==> src/rtl/c6288_check_seq_if.sv <==
// rtl/c6288_check_seq_if.sv - operand handshake and result bundle for the c6288 check stage
//
// Signals:
//   in_valid / in_ready   operand-pair handshake (master drives valid, slave drives ready)
//   in_a, in_b            16-bit multiplicand / multiplier
//   res_valid             one-cycle result strobe from the slave
//   res_pass              sampled product matched the golden product
//   res_got, res_exp      sampled multiplier output and golden product
interface c6288_check_seq_if;
    logic        in_valid;
    logic        in_ready;
    logic [15:0] in_a;
    logic [15:0] in_b;
    logic        res_valid;
    logic        res_pass;
    logic [31:0] res_got;
    logic [31:0] res_exp;

    modport master (
        output in_valid, in_a, in_b,
        input  in_ready, res_valid, res_pass, res_got, res_exp
    );

    modport slave (
        input  in_valid, in_a, in_b,
        output in_ready, res_valid, res_pass, res_got, res_exp
    );
endinterface

==> src/rtl/c6288_check_seq.sv <==
// rtl/c6288_check_seq.sv - in-system check stage around the c6288 16x16 array multiplier
//
// Ports:
//   clk, rst        rising-edge clock, asynchronous active-high reset
//   bus (slave)     operand handshake in, per-pattern result out
//   dut_a, dut_b    registered operand drive to the multiplier (A: gat1..gat256, B: gat273..gat528)
//   dut_p           multiplier product, bit0 = gat_out545 .. bit31 = gat_out6288
//   pass_cnt        saturating count of passing patterns
//   fail_cnt        saturating count of failing patterns
//   cnt_clr         synchronous clear of both counters (wins over a same-edge update)
//   all_pass        at least one pass and no fails
module c6288_check_seq #(
    parameter int CNT_W = 8
) (
    input  logic                  clk,
    input  logic                  rst,
    c6288_check_seq_if.slave      bus,
    output logic [15:0]           dut_a,
    output logic [15:0]           dut_b,
    input  logic [31:0]           dut_p,
    output logic [CNT_W-1:0]      pass_cnt,
    output logic [CNT_W-1:0]      fail_cnt,
    input  logic                  cnt_clr,
    output logic                  all_pass
);

    typedef enum logic [1:0] {
        IDLE = 2'd0,
        RUN  = 2'd1,
        DONE = 2'd2
    } state_t;

    localparam logic [CNT_W-1:0] CNT_ONE = {{(CNT_W-1){1'b0}}, 1'b1};

    state_t      state;
    state_t      state_nx;
    logic        accept;
    logic        sample;

    logic [31:0] mcand;
    logic [15:0] mplr;
    logic [31:0] acc;
    logic [3:0]  iter;
    logic [31:0] add_term;
    logic [31:0] golden;
    logic        pass_now;

    always_ff @(posedge clk or posedge rst) begin
        if (rst) begin
            state <= IDLE;
        end else begin
            state <= state_nx;
        end
    end

    always_comb begin
        state_nx      = state;
        bus.in_ready  = 1'b0;
        bus.res_valid = 1'b0;
        accept        = 1'b0;
        sample        = 1'b0;
        case (state)
            IDLE: begin
                bus.in_ready = 1'b1;
                if (bus.in_valid) begin
                    accept   = 1'b1;
                    state_nx = RUN;
                end
            end
            RUN: begin
                // Sixteenth shift-add step: the product completes on this edge.
                if (iter == 4'd15) begin
                    sample   = 1'b1;
                    state_nx = DONE;
                end
            end
            DONE: begin
                bus.res_valid = 1'b1;
                state_nx      = IDLE;
            end
            default: state_nx = IDLE;
        endcase
    end

    // The accumulator after this step; on the last step it is the full product,
    // so the same value feeds both the engine and the compare.
    assign add_term = mplr[0] ? mcand : 32'd0;
    assign golden   = acc + add_term;
    assign pass_now = (dut_p == golden);

    always_ff @(posedge clk or posedge rst) begin
        if (rst) begin
            dut_a        <= 16'd0;
            dut_b        <= 16'd0;
            mcand        <= 32'd0;
            mplr         <= 16'd0;
            acc          <= 32'd0;
            iter         <= 4'd0;
            bus.res_got  <= 32'd0;
            bus.res_exp  <= 32'd0;
            bus.res_pass <= 1'b0;
        end else if (accept) begin
            dut_a <= bus.in_a;
            dut_b <= bus.in_b;
            mcand <= {16'd0, bus.in_a};
            mplr  <= bus.in_b;
            acc   <= 32'd0;
            iter  <= 4'd0;
        end else if (state == RUN) begin
            acc   <= golden;
            mcand <= {mcand[30:0], 1'b0};
            mplr  <= {1'b0, mplr[15:1]};
            iter  <= iter + 4'd1;
            if (sample) begin
                bus.res_exp  <= golden;
                bus.res_got  <= dut_p;
                bus.res_pass <= pass_now;
            end
        end
    end

    always_ff @(posedge clk or posedge rst) begin
        if (rst) begin
            pass_cnt <= '0;
            fail_cnt <= '0;
        end else if (cnt_clr) begin
            pass_cnt <= '0;
            fail_cnt <= '0;
        end else if (sample) begin
            if (pass_now) begin
                if (pass_cnt != '1) begin
                    pass_cnt <= pass_cnt + CNT_ONE;
                end
            end else begin
                if (fail_cnt != '1) begin
                    fail_cnt <= fail_cnt + CNT_ONE;
                end
            end
        end
    end

    assign all_pass = (fail_cnt == '0) && (pass_cnt != '0);

endmodule
==> src/flat_wrapper.sv <==
// flat-port wrapper written by rule: the top's interface ports become plain ports
module c6288_check_seq_flat 
#(
    parameter int CNT_W = 8
)
  (clk, rst, dut_a, dut_b, dut_p, pass_cnt, fail_cnt, cnt_clr, all_pass, bus_in_valid, bus_in_a, bus_in_b, bus_in_ready, bus_res_valid, bus_res_pass, bus_res_got, bus_res_exp);
  c6288_check_seq_if bus_i ();
  input  logic clk;
  input  logic rst;
  output logic [15:0] dut_a;
  output logic [15:0] dut_b;
  input  logic [31:0] dut_p;
  output logic [CNT_W-1:0] pass_cnt;
  output logic [CNT_W-1:0] fail_cnt;
  input  logic cnt_clr;
  output logic all_pass;
  input wire logic [$bits(bus_i.in_valid)-1:0] bus_in_valid;
  input wire logic [$bits(bus_i.in_a)-1:0] bus_in_a;
  input wire logic [$bits(bus_i.in_b)-1:0] bus_in_b;
  output wire logic [$bits(bus_i.in_ready)-1:0] bus_in_ready;
  output wire logic [$bits(bus_i.res_valid)-1:0] bus_res_valid;
  output wire logic [$bits(bus_i.res_pass)-1:0] bus_res_pass;
  output wire logic [$bits(bus_i.res_got)-1:0] bus_res_got;
  output wire logic [$bits(bus_i.res_exp)-1:0] bus_res_exp;
  assign bus_i.in_valid = bus_in_valid;
  assign bus_i.in_a = bus_in_a;
  assign bus_i.in_b = bus_in_b;
  assign bus_in_ready = bus_i.in_ready;
  assign bus_res_valid = bus_i.res_valid;
  assign bus_res_pass = bus_i.res_pass;
  assign bus_res_got = bus_i.res_got;
  assign bus_res_exp = bus_i.res_exp;
  c6288_check_seq #(.CNT_W(CNT_W)) u_core (.clk(clk), .rst(rst), .bus(bus_i), .dut_a(dut_a), .dut_b(dut_b), .dut_p(dut_p), .pass_cnt(pass_cnt), .fail_cnt(fail_cnt), .cnt_clr(cnt_clr), .all_pass(all_pass));
endmodule
==> config.mk <==
export PLATFORM = sky130hd
export DESIGN_NAME = c6288_check_seq_flat
export DESIGN_NICKNAME = d
export VERILOG_FILES = /design/src/rtl/c6288_check_seq_if.sv /design/src/rtl/c6288_check_seq.sv /design/src/flat_wrapper.sv
export SDC_FILE = /design/constraint.sdc
export NUM_CORES = 1
export LEC_CHECK = 0
export CORE_UTILIZATION = 45
export CTS_CLUSTER_SIZE = 40
export DETAILED_ROUTE_END_ITERATION = 8
export HOLD_SLACK_MARGIN = 0.06
export PLACE_DENSITY = 0.81
export SLEW_MARGIN = 20
export SYNTH_ARGS = -nofsm -noshare
export SYNTH_HDL_FRONTEND = slang
export SYNTH_SLANG_ARGS = --single-unit
==> constraint.sdc <==
create_clock -name clk -period 7.35 [get_ports clk]
set_input_delay 1.8375 -clock clk [delete_from_list [all_inputs] [get_ports clk]]
set_output_delay 1.8375 -clock clk [all_outputs]
set_load 0.03 [all_outputs]
* Word-level counts from Yosys, hierarchy flattened
Index checks and enable logic that the tools add are counted.
** Storage, ports and cells
- Bits of input ports :: 68
- Output and inout bits :: 116
- Register bits after elaboration :: 199
- Logic and storage cells :: 65
** Operators by class
- Bitwise operators :: 1
- Add/sub/neg operators :: 4
- Equal/unequal tests :: 9
- Mux-type cells :: 26
- Reduce and logical (&&, ||, !) cells :: 13
** Operators by type and width (count)
- $mux W32 :: 5
- $mux W8 :: 8
- $add A32 B32 Y32 :: 1
- $eq A32 B32 Y1 :: 1
- $mux W16 :: 2
- $add A8 B1 Y8 const B :: 2
- $ne A8 B8 Y1 const B :: 2
- $reduce_bool A2 Y1 :: 5
- $reduce_and A3 Y1 :: 3
- $logic_not A8 Y1 :: 1
- $mux W4 :: 2
- $reduce_bool A8 Y1 :: 1
- $mux W1 :: 6
- $add A4 B1 Y4 const B :: 1
- $eq A4 B4 Y1 const B :: 1
- $mux W2 :: 2
- $ne A2 B2 Y1 const B :: 2
- $pmux W2 S2 :: 1
- $eq A2 B1 Y1 const B :: 1
- $eq A2 B2 Y1 const B :: 1
- $logic_not A2 Y1 :: 1
- $ne A2 B1 Y1 const B :: 1
- $reduce_and A2 Y1 :: 1
- $logic_and A1 B1 Y1 :: 1
- $not A1 Y1 :: 1

* Depth between registers and ports, before layout
Gate-level depths: netlist of run 1.
- Depth after elaboration :: 6
- Depth in mapped cells :: 16
- Depth with buffers taken out :: 14

* Worst setup path before layout of run 1
Ideal clock, no wire load.
- Path kind :: flip-flop to flip-flop
- Start point :: register u_core.mplr[0]
- End point :: register u_core.pass_cnt[5]
- Required time :: 7225 ps
- Stages on the path, launching flop included :: 16
- Path slack :: 3237 ps
- Buffers on the path :: 2
- Setup time :: 125 ps
- Arrival :: 3989 ps
- Cell sequence :: dfrtp_1 > clkbuf_1 > and2_1 > ha_1 > clkbuf_1 > and3_1 > a221o_1 > a21o_1 > nor2b_1 > nor4_1 > xor2_1 > or4_1 > and4bb_4 > nand3_4 > nor2_1 > mux2_2
** Between the ends
- Longest elaborated chain between the ends :: 5
** Ends and longest elaborated chain
- start, declared :: line c6288_check_seq.sv:41 : logic [15:0] mplr;
- start signal, assigned :: line c6288_check_seq.sv:106 : mplr <= bus.in_b;
- start signal, assigned :: line c6288_check_seq.sv:112 : mplr <= {1'b0, mplr[15:1]};
- $mux W32 :: line c6288_check_seq.sv:87 : assign add_term = mplr[0] ? mcand : 32'd0;
- $add A32 B32 Y32 :: line c6288_check_seq.sv:88 : assign golden = acc + add_term;
- $eq A32 B32 Y1 :: line c6288_check_seq.sv:89 : assign pass_now = (dut_p == golden);
- $reduce_bool A2 Y1 (no line)
- $reduce_and A3 Y1 (no line)
- end signal, assigned :: line c6288_check_seq.sv:132 : pass_cnt <= pass_cnt + CNT_ONE;
- end, declared :: line c6288_check_seq.sv:21 : output logic [CNT_W-1:0] pass_cnt,
No other way between the ends.
A chain may end at the register's enable or synchronous reset.

* Worst setup path in the final report of run 1
- Start point :: register u_core.mplr[0]
- End point :: register u_core.fail_cnt[4]
** Between the ends
- Longest elaborated chain between the ends :: 5
** Ends and longest elaborated chain
- $mux W32 :: line c6288_check_seq.sv:87
- $add A32 B32 Y32 :: line c6288_check_seq.sv:88
- $eq A32 B32 Y1 :: line c6288_check_seq.sv:89
- $ne A2 B2 Y1 (no line)
- $reduce_and A3 Y1 (no line)
- end signal, assigned :: line c6288_check_seq.sv:136 : fail_cnt <= fail_cnt + CNT_ONE;
- end, declared :: line c6288_check_seq.sv:22 : output logic [CNT_W-1:0] fail_cnt,
No other way between the ends.

==> impl_results.md, run 1 <==
* Outcome: finished, final reports clean
* Largest net degree at the start of global routing at 123
* Pin slew with the least headroom to its limit at 1.05 ns
* Drt wl/cell at 16.8 µm
* Layout area overhead at 24.0%
* Final Hold Fails at 0
* Cts hold-fix bufs at 0
* Commonest cells after routing, fill and taps aside: 341 x nand2_1, 199 x dfrtp_1, 183 x clkdlybuf4s50_1
* Post-DP Area at 0.0128 mm²
* GRT Util Overall at 23.7%
* WP data required at 7.68 ns
* 1st-iter DRT viols at 662
* Clk sinks at 199
* Post-synthesis async set-or-reset flop share at 100%
* Syn_nets at 1319
* Period utilization at 69.9%
* Initial Util at 46.0%
* Resize count post-CTS at 0
* Post-synth top flop: dfrtp_1
* Vias per inst at 5.48
* CTS buffer count at 17
* Placeable Area at 0.0235 mm²
* Maxcap violations at 0
* Placed cells at 1645
* FILL cells at 2112
* Drt total wl at 28.1 mm
* Critical Path End Type: register
* Tmin final at 5.14 ns
* Setup-failing EPs final at 0
* Post CTS Setup Buffer Count at 0
* PortBufs at 183
* WS Path Type: register to register
* # diodes at 0
* Post-route DRC at 0
* RSZ-0062 raised after global routing: no
* Hold depth at 2
* Die width at 157 µm
* Setup crit start kind: register
* Final setup TNS at 0 ns
* Drt pass-1 iters at 5
* VDD IR max at 253 µV
* Clk buf depth at 2
* Initial antenna violation count at 0
* Crit path DAT at 5.47 ns
* Final instance count without filler cells at 1677
* Rows at 56
* Worst Hold Class: register to register
* Die area at 0.0246 mm²
* Post-Syn Instances at 1214
* Pins Over Slew Limit at 0
* Pwr Density at 450 mW/mm²
* Final Wtd Congestion at 0.921
* Sequential cell area at 0.00498 mm²
* Die H at 157 µm
* Fin worst setup slack at 2.21 ns
* Via count at 9186
* Top Ports at 184
* Layout cell share with drive strength beyond 1 at 4.57%
* Commonest non-fill, non-tap cell in the layout: nand2_1
* EDFF count, synth at 0
* Leak pwr at 6.07 nW
* Clk slew on worst S/H paths at 0.08 ns
* Final net count at 1450
* Mean Syn Cell Area at 8.89 µm²
* Gr ovfl total at 0
* Worst Skew at 0.0128 ns
* Post-layout instance area at 0.0134 mm²
* Vias in the first global route at 8728
* Synth Cell Area at 0.0108 mm²
* CTS tree: done
* Skew-Pair Late Insertion Delay at 0.44 ns
* CP max FO at 33
* CTS root buf: clkbuf_16
* Post-DP HPWL at 19.8 mm
* Htree depth at 4
* Post-route ant nets at 0
* Multi-input gate area at 0.00548 mm²
* Cell variety after synth at 71
* R2R cell count at 13
* #FFs+latches synth at 199
* Dpl ws at 2.20 ns
* Max frequency at 195 MHz
* Max-slew headroom at 29.9%
* YS warnings at 0
* First-pass GRT wire length at 45.9 mm
* Sequential-to-total area share from yosys stat at 46.2%
## area by class of cell
| cell class | count | share of cell area, % |
|---|---|---|
| clock buffer | 20 | 3.41 |
| clock inverter | 12 | 0.954 |
| inverter | 16 | 0.505 |
| multi-input combinational | 923 | 40.9 |
| sequential | 199 | 37.2 |
| tap | 319 | 2.98 |
| timing repair buffer | 188 | 14.0 |
## state kept, by name (all words and copies together) (netlist names)
name and flops:
u_core.dut_b 16, u_core.pass_cnt 8, u_core.state 2, u_core.bus.res_exp 32, u_core.dut_a 16, u_core.mcand 32
u_core.fail_cnt 8, u_core.bus.res_got 32, u_core.iter 4, u_core.bus.res_pass 1, u_core.mplr 16, u_core.acc 32
## synthesized netlist by cell type, types with 4 or more instances
library cell,instances,area (µm²)
nand2_1,343,1290
dfrtp_1,199,4980
o21ai_0,115,576
clkbuf_1,66,248
nand3_1,47,235
a21oi_1,45,225
and2_1,37,231
ha_1,36,450
xnor2_1,31,272
nor2_1,29,109
xor2_1,24,210
a21o_1,18,135
mux2i_1,18,180
nand4_1,17,106
a22oi_1,16,120
inv_1,15,56.3
and3_1,14,87.6
nor3_1,13,65.1
nor2b_1,10,62.6
buf_1,7,26.3
xnor3_1,7,158
a211oi_1,5,37.5
a22o_1,5,43.8
o211ai_1,5,37.5
o21a_1,5,37.5
or3_1,5,31.3
a31oi_1,4,25.0
nor4_1,4,25.0
or2_2,4,25.0
## report_power, final
group	switching [mW]	total, mW	internal (mW)
Clock	0.448	0.947	0.498
Sequential	0.309	1.88	1.57
Combinational	1.93	3.19	1.26
Total	2.69	6.01	3.33
## routing by layer
metal,track usage [%],routed length [µm],vias up
li1,-,-,4428
met1,34.0,13300,4421
met2,36.9,12700,303
met3,4.21,1730,34
met4,6.30,401,0
met5,0,0,-
## worst max-delay path: stages (launching register included)
cell,delay (ns)
dfrtp_1,0.86
and2_1,0.25
ha_1,0.31
a21o_1,0.23
a31oi_2,0.40
a2111oi_0,0.19
nor3_1,0.50
o21ai_0,0.34
xor3_1,0.26
nor4_1,0.63
and4bb_4,0.42
a21boi_2,0.20
and3_1,0.26
o21ba_2,0.18
## final timing paths
path                                                          from                            endpoint  slack (ns)
worst max register to register          u_core.mplr[0]$_DFFE_PP0P_      u_core.fail_cnt[4]$_DFFE_PP0P_        2.21
worst min-delay path            u_core.bus.res_got[13]$_DFFE_PP0P_  u_core.bus.res_got[13]$_DFFE_PP0P_        0.47
worst max-delay path                    u_core.mplr[0]$_DFFE_PP0P_      u_core.fail_cnt[4]$_DFFE_PP0P_        2.21
worst min register to register  u_core.bus.res_got[13]$_DFFE_PP0P_  u_core.bus.res_got[13]$_DFFE_PP0P_        0.47
min in group asynchronous                                      rst         u_core.dut_b[3]$_DFFE_PP0P_        1.98
max in group asynchronous                                      rst        u_core.mcand[15]$_DFFE_PP0P_        4.29
## kinds of logic after synthesis
logic type / count (synthesis) / synth area share [%]
and+or+nand+nor: 544 / 22.9
AOI/OAI and AO/OA: 257 / 14.8
DFF: 199 / 46.2
buffers and inverters: 92 / 3.29
xor gates and xnor gates: 65 / 6.59
adders and majority gates: 37 / 4.36
muxes: 20 / 1.88
## per-stage QoR
step | power, mW | hold WS, ns | util (%)
CTS | 6.03 | 0.479 | 57.0
global route | 6.43 | 0.498 | 57.0
finish | 6.01 | 0.475 | 57.0
floorplan | 3.98 | 0.450 | -
global placement | 4.97 | 0.457 | 54.5
detailed placement | 5.06 | 0.462 | 54.5
Power figures use the tool's default switching activity.
==> inputs of run 2 (changes only) <==
==> constraint.sdc (replaced) <==
create_clock -name clk -period 4.4 [get_ports clk]
set_input_delay 1.1 -clock clk [delete_from_list [all_inputs] [get_ports clk]]
set_output_delay 1.1 -clock clk [all_outputs]
set_load 0.03 [all_outputs]
==> impl_results.md, run 2 (synthesized netlist as in run 1, its figures left out) <==
* CTS tree: done
* Initial Util at 46.0%
* Pin slew with the least headroom to its limit at 1.02 ns
* Crit path launch: u_core.mplr[0]$_DFFE_PP0P_
* # diodes at 0
* Placeable Area at 0.0235 mm²
* Vias in the first global route at 9007
* Maxcap violations at 0
* Setup-failing EPs final at 0
* Clk buf depth at 2
* Die area at 0.0246 mm²
* Pwr Density at 746 mW/mm²
* Top Ports at 184
* FILL cells at 1994
* Layout cell share with drive strength beyond 1 at 9.26%
* Skew-Pair Late Insertion Delay at 0.44 ns
* Die H at 157 µm
* Cell Chain, Critical Path: and2_1 > ha_2 > fa_2 > a21o_1 > a221o_2 > buf_4 > and3_1 > a211oi_2 > buf_4 > xor2_1 > xnor2_1 > nor4_2 > and4bb_4 > nand3_4 > or3_4 > a21oi_2
* Rows at 56
* Worst hold slack at 0.473 ns
* R2r endpoint: u_core.pass_cnt[7]$_DFFE_PP0P_
* Pins Over Slew Limit at 0
* Final Wtd Congestion at 0.919
* Vias per inst at 5.43
* Commonest cells after routing, fill and taps aside: 341 x nand2_1, 198 x dfrtp_1, 183 x clkdlybuf4s50_1
* Worst Skew at 0.0108 ns
* Final net count at 1496
* Max incr delay on CP at 0.44 ns
* Largest net degree at the start of global routing at 95
* Die width at 157 µm
* CP max FO at 7
* Design Power at 10.4 mW
* GRT Util Overall at 24.4%
* Final Hold Fails at 0
* 1st-iter DRT viols at 745
* Max-slew headroom at 31.7%
* Commonest non-fill, non-tap cell in the layout: nand2_1
* First-pass GRT wire length at 47.0 mm
* Clk slew on worst S/H paths at 0.08 ns
* WS Path Type: register to register
* Tmin final at 4.26 ns
* Dpl ws at -0.0695 ns
* CTS root buf: clkbuf_16
* Post-DP HPWL at 20.9 mm
* Crit path capture: u_core.pass_cnt[7]$_DFFE_PP0P_
* Fin worst setup slack at 0.142 ns
* PortBufs at 183
* Period utilization at 96.8%
* R2R cell count at 16
* Worst R2R Start: u_core.mplr[0]$_DFFE_PP0P_
* Max frequency at 235 MHz
* Cell at the slowest stage of the critical path: dfrtp_2
* Cell repeated most along the worst path: buf_4
* CTS buffer count at 17
* Via count at 9363
* Crit path DAT at 4.62 ns
* VDD IR max at 443 µV
* WP data required at 4.77 ns
* R2R Setup Slk at 0.14 ns
* Setup crit start kind: register
* Htree depth at 4
* Worst Hold Class: register to register
* Post-route DRC at 0
* Clk sinks at 199
* Drt pass-1 iters at 5
* Outcome: finished, final reports clean
* Leak pwr at 6.30 nW
* Post-route ant nets at 0
* Drt total wl at 29.2 mm
* Layout area overhead at 29.0%
* Drt wl/cell at 16.9 µm
* Initial antenna violation count at 0
* Critical Path End Type: register
* Gr ovfl total at 0
run 2: worst max-delay path: cells and delay by family, from the launching register on:
family / cells / cell delay, ns
DFF: 1 / 0.44
buffers and inverters: 2 / 0.34
AOI/OAI and AO/OA: 4 / 1.01
xor gates and xnor gates: 2 / 0.42
adders and majority gates: 2 / 0.55
and+or+nand+nor: 6 / 1.40
run 2: worst min path at each step:
stage                                                  start                            endpoint  slack [ns]  cells after the start
after global routing      u_core.bus.res_got[29]$_DFFE_PP0P_  u_core.bus.res_got[29]$_DFFE_PP0P_        0.49                      2
after detailed placement  u_core.bus.res_got[13]$_DFFE_PP0P_  u_core.bus.res_got[13]$_DFFE_PP0P_        0.46                      2
after CTS                 u_core.bus.res_got[12]$_DFFE_PP0P_  u_core.bus.res_got[12]$_DFFE_PP0P_        0.48                      2
after global placement    u_core.bus.res_got[13]$_DFFE_PP0P_  u_core.bus.res_got[13]$_DFFE_PP0P_        0.46                      2
after floorplan                   u_core.iter[3]$_DFFE_PP0P_          u_core.iter[3]$_DFFE_PP0P_        0.45                      1
final                     u_core.bus.res_got[12]$_DFFE_PP0P_  u_core.bus.res_got[12]$_DFFE_PP0P_        0.47                      2
run 2: metal layers:
layer | track usage, % | share of wire (%) | vias up
met5 | 0 | 0 | -
met4 | 6.77 | 1.4 | 0
met3 | 3.68 | 5.7 | 31
met2 | 37.4 | 45 | 294
met1 | 35.6 | 48 | 4526
li1 | - | - | 4512
run 2: metrics by stage:
| stage | utilization, % | cells | TNS [ns] | area [µm²] |
|---|---|---|---|---|
| floorplan | - | 1214 | 0 | 10800 |
| detailed placement | 55.8 | 1681 | -0.244 | 13100 |
| global placement | 55.8 | 1681 | 0 | 13100 |
| finish | 59.3 | 1723 | 0 | 13900 |
| CTS | 58.5 | 1713 | 0 | 13700 |
| global route | 59.3 | 1723 | -0.108 | 13900 |
run 2: layout make-up:
| cell class | count | area (µm²) | area share (%) |
|---|---|---|---|
| Multi-Input combinational cell | 924 | 5610 | 40.3 |
| Sequential cell | 199 | 4980 | 35.8 |
| Timing Repair Buffer | 233 | 2250 | 16.2 |
| Clock buffer | 17 | 425 | 3.06 |
| Tap cell | 319 | 399 | 2.87 |
| Clock inverter | 15 | 183 | 1.31 |
| Inverter | 16 | 63.8 | 0.459 |
run 2: power breakdown:
group          internal (mW)  switching [mW]  total, mW
sequential              2.62           0.512       3.13
combinational           2.30            3.30       5.61
clock                  0.864           0.780       1.64
run 2: what timing repair did:
| item | CTS | global route |
|---|---|---|
| endpoints found under the hold margin | 0 | 0 |
| buffers inserted | 0 | 9 |
| pin swaps | 2 | 14 |
| gates cloned | 0 | 1 |
| resized for setup | 4 | 21 |
| endpoints found under the setup margin | 6 | 16 |
| hold buffers | 0 | 0 |
